<file path="config.mk">
export PLATFORM = sky130hd
export DESIGN_NAME = encoder8_3_flat
export DESIGN_NICKNAME = d
export VERILOG_FILES = /design/src/rtl/encoder8_3_if.sv /design/src/rtl/encoder8_3.sv /design/src/flat_wrapper.sv
export SDC_FILE = /design/constraint.sdc
export NUM_CORES = 1
export LEC_CHECK = 0
export ABC_AREA = 1
export CELL_PAD_IN_SITES_DETAIL_PLACEMENT = 1
export CELL_PAD_IN_SITES_GLOBAL_PLACEMENT = 2
export CORE_UTILIZATION = 10
export DETAILED_ROUTE_END_ITERATION = 12
export GPL_TIMING_DRIVEN = 0
export HOLD_SLACK_MARGIN = 0.05
export PLACE_DENSITY = 0.64
export RECOVER_POWER = 100
export SLEW_MARGIN = 30
export SYNTH_ARGS = -nofsm -noshare
export SYNTH_HDL_FRONTEND = slang
export SYNTH_SLANG_ARGS = --single-unit
export TNS_END_PERCENT = 100
</file>
<file path="constraint.sdc">
create_clock -name clk -period 0.8 [get_ports clk]
set_input_delay 0.16 -clock clk [delete_from_list [all_inputs] [get_ports clk]]
set_output_delay 0.16 -clock clk [all_outputs]
set_load 0.01 [all_outputs]
</file>
<file path="src/rtl/encoder8_3_if.sv">
// Request/result bundle for the 8-to-3 priority encoder.
// Requests are active-low; results are registered active-high binary.
interface encoder8_3_if;
    logic A0;
    logic A1;
    logic A2;
    logic A3;
    logic A4;
    logic A5;
    logic A6;
    logic A7;
    logic Y0;
    logic Y1;
    logic Y2;
    logic valid;

    modport master (
        output A0, A1, A2, A3, A4, A5, A6, A7,
        input  Y0, Y1, Y2, valid
    );

    modport slave (
        input  A0, A1, A2, A3, A4, A5, A6, A7,
        output Y0, Y1, Y2, valid
    );
endinterface

</file>
<file path="src/rtl/encoder8_3.sv">
// 8-to-3 priority encoder, active-low requests, A7 highest priority.
// Index and any-request flag are registered: one clock of latency.
module encoder8_3 (
    input  logic          clk,
    input  logic          rst,
    encoder8_3_if.slave   bus
);
    logic [7:0] w_req;
    logic [2:0] w_idx;
    logic       w_any;
    logic [2:0] r_y;
    logic       r_valid;

    assign w_req = ~{bus.A7, bus.A6, bus.A5, bus.A4,
                     bus.A3, bus.A2, bus.A1, bus.A0};

    // Highest asserted index; ascending scan so the top line wins.
    always_comb begin
        w_idx = 3'd0;
        w_any = 1'b0;
        for (int i = 0; i < 8; i++) begin
            if (w_req[i]) begin
                w_idx = 3'(i);
                w_any = 1'b1;
            end
        end
    end

    // Register the code; reset overrides whatever is on the request lines.
    always_ff @(posedge clk) begin
        if (rst) begin
            r_y     <= 3'd0;
            r_valid <= 1'b0;
        end else begin
            r_y     <= w_idx;
            r_valid <= w_any;
        end
    end

    assign bus.Y0    = r_y[0];
    assign bus.Y1    = r_y[1];
    assign bus.Y2    = r_y[2];
    assign bus.valid = r_valid;
endmodule

</file>
<file path="src/flat_wrapper.sv">
// flat-port wrapper written by rule: the top's interface ports become plain ports
module encoder8_3_flat 
  (clk, rst, bus_A0, bus_A1, bus_A2, bus_A3, bus_A4, bus_A5, bus_A6, bus_A7, bus_Y0, bus_Y1, bus_Y2, bus_valid);
  encoder8_3_if bus_i ();
  input  logic clk;
  input  logic rst;
  input wire logic [$bits(bus_i.A0)-1:0] bus_A0;
  input wire logic [$bits(bus_i.A1)-1:0] bus_A1;
  input wire logic [$bits(bus_i.A2)-1:0] bus_A2;
  input wire logic [$bits(bus_i.A3)-1:0] bus_A3;
  input wire logic [$bits(bus_i.A4)-1:0] bus_A4;
  input wire logic [$bits(bus_i.A5)-1:0] bus_A5;
  input wire logic [$bits(bus_i.A6)-1:0] bus_A6;
  input wire logic [$bits(bus_i.A7)-1:0] bus_A7;
  output wire logic [$bits(bus_i.Y0)-1:0] bus_Y0;
  output wire logic [$bits(bus_i.Y1)-1:0] bus_Y1;
  output wire logic [$bits(bus_i.Y2)-1:0] bus_Y2;
  output wire logic [$bits(bus_i.valid)-1:0] bus_valid;
  assign bus_i.A0 = bus_A0;
  assign bus_i.A1 = bus_A1;
  assign bus_i.A2 = bus_A2;
  assign bus_i.A3 = bus_A3;
  assign bus_i.A4 = bus_A4;
  assign bus_i.A5 = bus_A5;
  assign bus_i.A6 = bus_A6;
  assign bus_i.A7 = bus_A7;
  assign bus_Y0 = bus_i.Y0;
  assign bus_Y1 = bus_i.Y1;
  assign bus_Y2 = bus_i.Y2;
  assign bus_valid = bus_i.valid;
  encoder8_3 u_core (.clk(clk), .rst(rst), .bus(bus_i));
endmodule
</file>
# [Word-level counts from Yosys, hierarchy flattened]
# Cells that the tools add are included.
[totals] output_inout_bits=4 ff_bits=4 elab_cells=18 input_bits=10
[op_classes] muxes=15 bitwise=1
[ops] op="$mux W3" count=4
[ops] op="$mux W1" count=9
[ops] op="$not A8 Y8" count=1
[ops] op="$mux W2" count=2

# [Logic depth before layout (Yosys ltp)]
[logic_depth] word_depth=9 depth_mapped=7

# [Worst setup path after synthesis]
# OpenSTA, ideal clock, no wires.
[synth_timing] kind="in2reg" start="in bus_A1" end="reg u_core.r_y[0]" t_arrival_ns=0.494 setup_time_ns=0.066 n_path_buf=0 slack_ns=0.240 path_stages=7 t_required_ns=0.734 path_cell_list="inv_1 nand2_1 nand2_1 nand2_1 nand2_1 nand2_1 a21oi_2"
[synth_between] elab_chain_len=8
[synth_rtl] item="from (decl)" line_no="flat_wrapper.sv:8" text="input wire logic [$bits(bus_i.A1)-1:0] bus_A1;"
[synth_rtl] item="$not A8 Y8" line_no="encoder8_3.sv:14" text="assign w_req = ~{bus.A7, bus.A6, bus.A5, bus.A4,"
[synth_rtl] item="$mux W1" line_no="encoder8_3.sv:22" text="if (w_req[i]) begin"
[synth_rtl] item="$mux W2 (2 in series)" line_no="encoder8_3.sv:22"
[synth_rtl] item="$mux W3 (4 in series)" line_no="encoder8_3.sv:22"
[synth_rtl] item="to (signal assigned)" line_no="encoder8_3.sv:35" text="r_y <= w_idx;"
[synth_rtl] item="to (decl)" line_no="encoder8_3.sv:11" text="logic [2:0] r_y;"
# No other way between the ends.
# A chain may end at the register's enable or synchronous reset.

# [Worst setup path after layout]
[layout_timing] start="reg u_core.r_y[0]" end="out bus_Y0"
[layout_lines] item="to (decl)" line_no="flat_wrapper.sv:15" text="output wire logic [$bits(bus_i.Y0)-1:0] bus_Y0;"
# No word-level cell between the ends.

==> out/results.ini <==
[global_route]
grt_pass1_wl_um = 641
antenna_found_initial = 0
grt_overflow = 0
grt_use_total_pct = 7.143
grt_max_degree = 5
grt_pass1_vias = 158

[synthesis]
synth-seq-area-share_pct = 52.46
synth-seq-cells = 4
ys_warn_count = 0
synth_cell_types = 7
netlist_instances = 21
netlist_area_um2 = 152.6
syn-num-nets = 31
syn-mean-instance-area_um2 = 7.269

[setup_path]
path_depth = 1
crit_path_max_fanout = 1
crit_chain = buf_2
path_class = reg2out
critPathSlowestCell = dfxtp_1
cpPeakStageDelay_ns = 0.30
required_ns = 0.64
cp_top_family = flip-flops
worst_ep_arrival_time_ns = 0.64
cp-endpoint = bus_Y0
crit_start = u_core.r_y[0]
critical_path.n_buffers_inverters = 1
endpoint_kind = primary output
worst_setup_path_start_kind = flip-flop

[layout]
final_cells = 52
area_growth_pct = 107.4
drive_above_1_share_pct = 27.03
fin_nets = 49
diodes = 0
n_fill_cell = 178

[drt]
ant_nets = 0
routedWlPerCell_um = 7.615
met1_length_um = 154
highest_layer = met3
drt-total-wl_um = 396
dr.pass1.iters = 2
drc = 0
vias_per_cell = 3.673
vias = 191
met2_wirelength_um = 166
met3_length_um = 75
drt_iter0_drc = 2

[placed_design]
dp_slack_ns = -0.3037
io_buffers = 13
placed_cells = 49
place_congestion = 0.6437

[cts]
clk_pin_slew_worst_paths_ns = 0.04
cts_hold_buf = 0
cts_num_sinks = 4
clk_root_buffer_cell = clkbuf_4
postCtsSetupRepairBufs = 0
cts.path.max_buffers = 2
htreeDepth = 1
cts_tree = yes
cts-buffers-inserted = 3

[timing]
finalHoldViolCount = 0
fin_crit_sh_pct = 100.6
setup_violations = 3
finalWorstSetupSlack_ns = -0.004918
whs_ns = 0.2328
relSlewSlack_pct = 88.44
rsz0062_at_grt = yes
worstMarginPinSlew_ns = 0.1729
max_freq_mhz = 1242
period_needed_ns = 0.8049
slew_viol_final = 0

[outcome]
status = finished, violations left
violations = negative setup slack

[flow_run]
max_cap_viol_count = 0

[power]
powerDensity_nw_per_um2 = 1744
ir_worst_vdd_uv = 276.0
p_int_uw = 433.4
switching_share_pct = 21.49
p_sw_uw = 118.7
power_leakage_uw = 0.0001736
clkPwrFrac_pct = 44.2
power_frac_seq_pct = 39.4
comb_power_share_pct = 16.4

[floorplanning]
start_util_pct = 11.17
die-width_um = 41.07
fp.dieArea_um2 = 1687
rows = 13
io_pins = 14
core_um2 = 1366
die_h_um = 41.07

[worst_hold_path]
hold_path_depth = 3
hold_path.class = in2reg

layer usage:
metal / up-vias / GRT usage, %
li1: 99 / -
met1: 80 / 6.090
met2: 12 / 8.203
met3: 0 / 6.522
met4: 0 / 10.00
met5: - / 0
how the worst min path moves through the flow:
stage,startpoint,to
2_1_floorplan,rst,u_core.r_y[0]
5_1_grt,bus_A6,u_core.r_y[0]
3_3_place_gp,bus_A6,u_core.r_y[0]
4_1_cts,bus_A7,u_core.r_y[0]
3_5_place_dp,bus_A7,u_core.r_y[0]
6_report,bus_A6,u_core.r_y[0]
synthesized netlist by cell type, drive strengths merged:
cell | instances | share of area (%)
nand2 | 9 | 22
nor2 | 4 | 9.8
dfxtp | 4 | 52
a21oi | 2 | 9.0
inv | 1 | 2.5
a31oi | 1 | 4.1
registers in the layout (all words and copies together), names as in the netlist:
| name | cells |
|---|---|
| u_core.bus.valid | 1 |
| u_core.r_y | 3 |
logic make-up (layout without fill, tap and decap cells):
family | count (synthesis) | count (layout) | share of synthesized area, %
simple gates | 13 | 13 | 31.96
flops | 4 | 4 | 52.46
compound gates | 3 | 3 | 13.12
buf+inv | 1 | 17 | 2.457
power groups by stage:
stage          clock [uW]  sequential (uW)  combinational, uW
3_3_place_gp            0              219                109
2_1_floorplan           0              227               22.0
3_5_place_dp            0              220                110
6_report              244              218               90.4
5_1_grt               290              219                102
4_1_cts               260              216               92.0
cell usage in the layout, fill, tap and decap left out:
cell	instances
buf_6	1
dlymetal6s2s_1	3
inv_1	1
dfxtp_2	1
a31oi_1	1
a21oi_1	1
nor2_1	3
nor2_2	1
nand2_1	9
dlygate4sd3_1	1
clkbuf_4	3
dfxtp_1	3
a21oi_2	1
clkdlybuf4s50_1	1
dlygate4sd2_1	4
buf_2	3
metrics by stage:
stage                     cell area, um2  total power, uW  util, %  setup TNS [ns]
after floorplan                    152.6            249.0        -               0
after CTS                          301.5            568.3    22.07        -0.08468
after detailed placement           301.5            329.6    22.07          -1.766
final                              316.6            552.1    23.17        -0.01256
after global placement             301.5            327.7    22.07          -1.742
after global routing               316.6            610.9    23.17         -0.1896
area by class of cell:
cell class / instances / area, um2 / share of cell area (%)
Sequential cell: 4 / 81.33 / 25.69
Inverter: 1 / 3.754 / 1.186
Clock buffer: 3 / 22.52 / 7.115
Tap cell: 15 / 18.77 / 5.929
Multi-Input combinational cell: 16 / 71.32 / 22.53
Timing Repair Buffer: 13 / 118.9 / 37.55
what timing repair did:
| item | in CTS | in global routing |
|---|---|---|
| gates resized for setup | 21 | 5 |
| pin swaps | 0 | 3 |
| setup endpoints to repair | 7 | 8 |
| endpoints found under the hold margin | 0 | 0 |
No activity file was read; power rests on OpenSTA's default activity.
==> variant: new RTL, config.mk and constraints unchanged <==
Make the reset (`rst`) asynchronous in one clocked block.
--- a/src/rtl/encoder8_3.sv
+++ b/src/rtl/encoder8_3.sv
@@ -27,7 +27,7 @@
     end
 
     // Register the code; reset overrides whatever is on the request lines.
-    always_ff @(posedge clk) begin
+    always_ff @(posedge clk or posedge rst) begin
         if (rst) begin
             r_y     <= 3'd0;
             r_valid <= 1'b0;
Behaviour: differs if rst is asserted again (counterexample within 4 cycles, from zero or initial values and one cycle with rst high); with rst held inactive, the same outputs for 10 cycles.
==> variant against the original RTL <==
The flow finishes with violations (design-rule violations, negative setup slack). Sequential cell count unchanged. First-iteration DRC count increased by 100%. Via count decreased by 8.9%. Critical endpoint unchanged. Highest routed layer unchanged. Wire length decreased by 4.8%. Count of clock-buffer cells in the layout unchanged. Synthesized area increased by 13%. Worst setup slack got worse by 0.057 ns. Power decreased by 5.8%. Combinational power decreased by 23%. Die area increased by 12%. Design area decreased by 0.79%. Core utilization decreased by 3.0 points. Critical path depth unchanged. Sequential power decreased by 3%.
==> variant: results (changes against the original RTL) <==
metric;value;unit;change
Worst VDD drop;0.2565;mV;was 0.2760 mV
vias in the first global route;177;;was 158
Placer Congestion;0.5899;;was 0.6437
largest net degree at the start of global routing;5;;unchanged
synth unique cells;8;;was 7
first-pass GRT wire length;648;um;was 641 um
Largest stage delay, worst path;0.34;ns;was 0.30 ns
Post-synth top cells;9 x nand2_1, 4 x dfrtp_1, 2 x inv_1;;was 9 x nand2_1, 4 x dfxtp_1, 4 x nor2_1
min-delay src;bus_A0;;was bus_A6
DRC;4;;was 0
Biggest register;u_core.r_y;;unchanged
critical path's slowest cell;dfrtp_1;;was dfxtp_1
Rel. slew slack;90.45;%;was 88.44%
Max FO, Critical Path;1;;unchanged
violated checks;design-rule violations, negative setup slack;;was negative setup slack
via count;174;;was 191
placed insts;49;;unchanged
status;complete, but fails checks;;unchanged
sequential element share of the synthesized area;57.97;%;was 52.46%
routed length per instance;7.250;um;was 7.615 um
hold slack final;0.2344;ns;was 0.2328 ns
Total GRT Usage;5.594;%;was 7.143%
worst hold path endpoint;u_core.bus.valid;;was u_core.r_y[0]
drt total wl;377;um;was 396 um
arrival time at the worst endpoint;0.70;ns;was 0.64 ns
layout cells sized above 1;19.44;%;was 27.03%
Most used DFF post-synth;dfrtp_1;;was dfxtp_1
post-route setup slack;-0.06229;ns;was -0.004918 ns
initial antenna violation count;0;;unchanged
synthesized instance count;20;;was 21
Leakage;0.1614;nW;was 0.1736 nW
initial DRC count;4;;was 2
synth top area cells;dfrtp_1 58%, nand2_1 20%, nand3_2 5.8%, inv_1 4.3%, nand4_1 3.6%;;was dfxtp_1 52%, nand2_1 22%, nor2_1 9.8%, a21oi_2 5.7%, a31oi_1 4.1%
Fill cells;187;;was 178
hold depth;3;;unchanged
Syn Nets;30;;was 31
nets;48;;was 49
ys async rst share;100.0;%;was 0%
CTS clk-pin slew, worst paths;0.04;ns;about the same
Final Setup Violations;4;;was 3
1st-pass router iterations;7;;was 2
placed cell areas;322.8;um^2;was 301.5 um^2
-- variant: cell count changes after synthesis, sizes merged, moves of 2 or more --
cell and delta:
dfxtp -4, nand3 +2, a21oi -2, nor2 -4, inv +2, dfrtp +4
-- variant: routing by layer --
| layer | GRT usage (%) | part of all wire [%] |
|---|---|---|
| met2 | 7.164 | 51 |
| met5 | 0 | 0 |
| met4 | 9.375 | 0 |
| met3 | 3.750 | 10 |
| met1 | 4.337 | 38 |
-- variant: metrics by stage --
step	util [%]	setup WS [ns]	TNS (ns)
final	20.14	-0.06229	-0.2432
after global routing	20.14	-0.1005	-0.3959
after CTS	20.31	-0.07628	-0.2940
after floorplan	-	0.1808	0
after detailed placement	20.71	-0.3600	-1.739
after global placement	20.71	-0.3506	-1.713
-- variant: cells by family after synthesis --
family | after synthesis | synth area share (%)
and+or+nand+nor | 13 | 35.51
DFF | 4 | 57.97
buffers and inverters | 3 | 6.521
-- variant: worst max path at each step --
stage                             start                to  slack [ns]  cells after the start
final                     u_core.r_y[0]            bus_Y0       -0.06                      1
after global routing      u_core.r_y[0]            bus_Y0       -0.10                      1
after CTS                 u_core.r_y[0]            bus_Y0       -0.08                      1
after detailed placement         bus_A5  u_core.bus.valid       -0.36                      5
after global placement           bus_A5  u_core.bus.valid       -0.35                      5
after floorplan                  bus_A5  u_core.bus.valid        0.18                      4
-- variant: power by group --
group	internal, mW	switching [mW]
clock network	0.167	0.0710
logic	0.0373	0.0326
registers	0.211	0.00124
-- variant: final cells by class --
class / count / area (um^2) / share of cell area [%]
Clock buffer: 3 / 22.52 / 7.171
Inverter: 3 / 11.26 / 3.586
Multi-Input combinational cell: 13 / 56.30 / 17.93
Sequential cell: 4 / 100.1 / 31.87
Tap cell: 16 / 20.02 / 6.375
Timing Repair Buffer: 13 / 103.9 / 33.07
-- variant: what timing repair did --
action,4_1_cts,5_1_grt
pin swaps,1,2
gates resized for setup,23,1
setup endpoints to repair,6,5
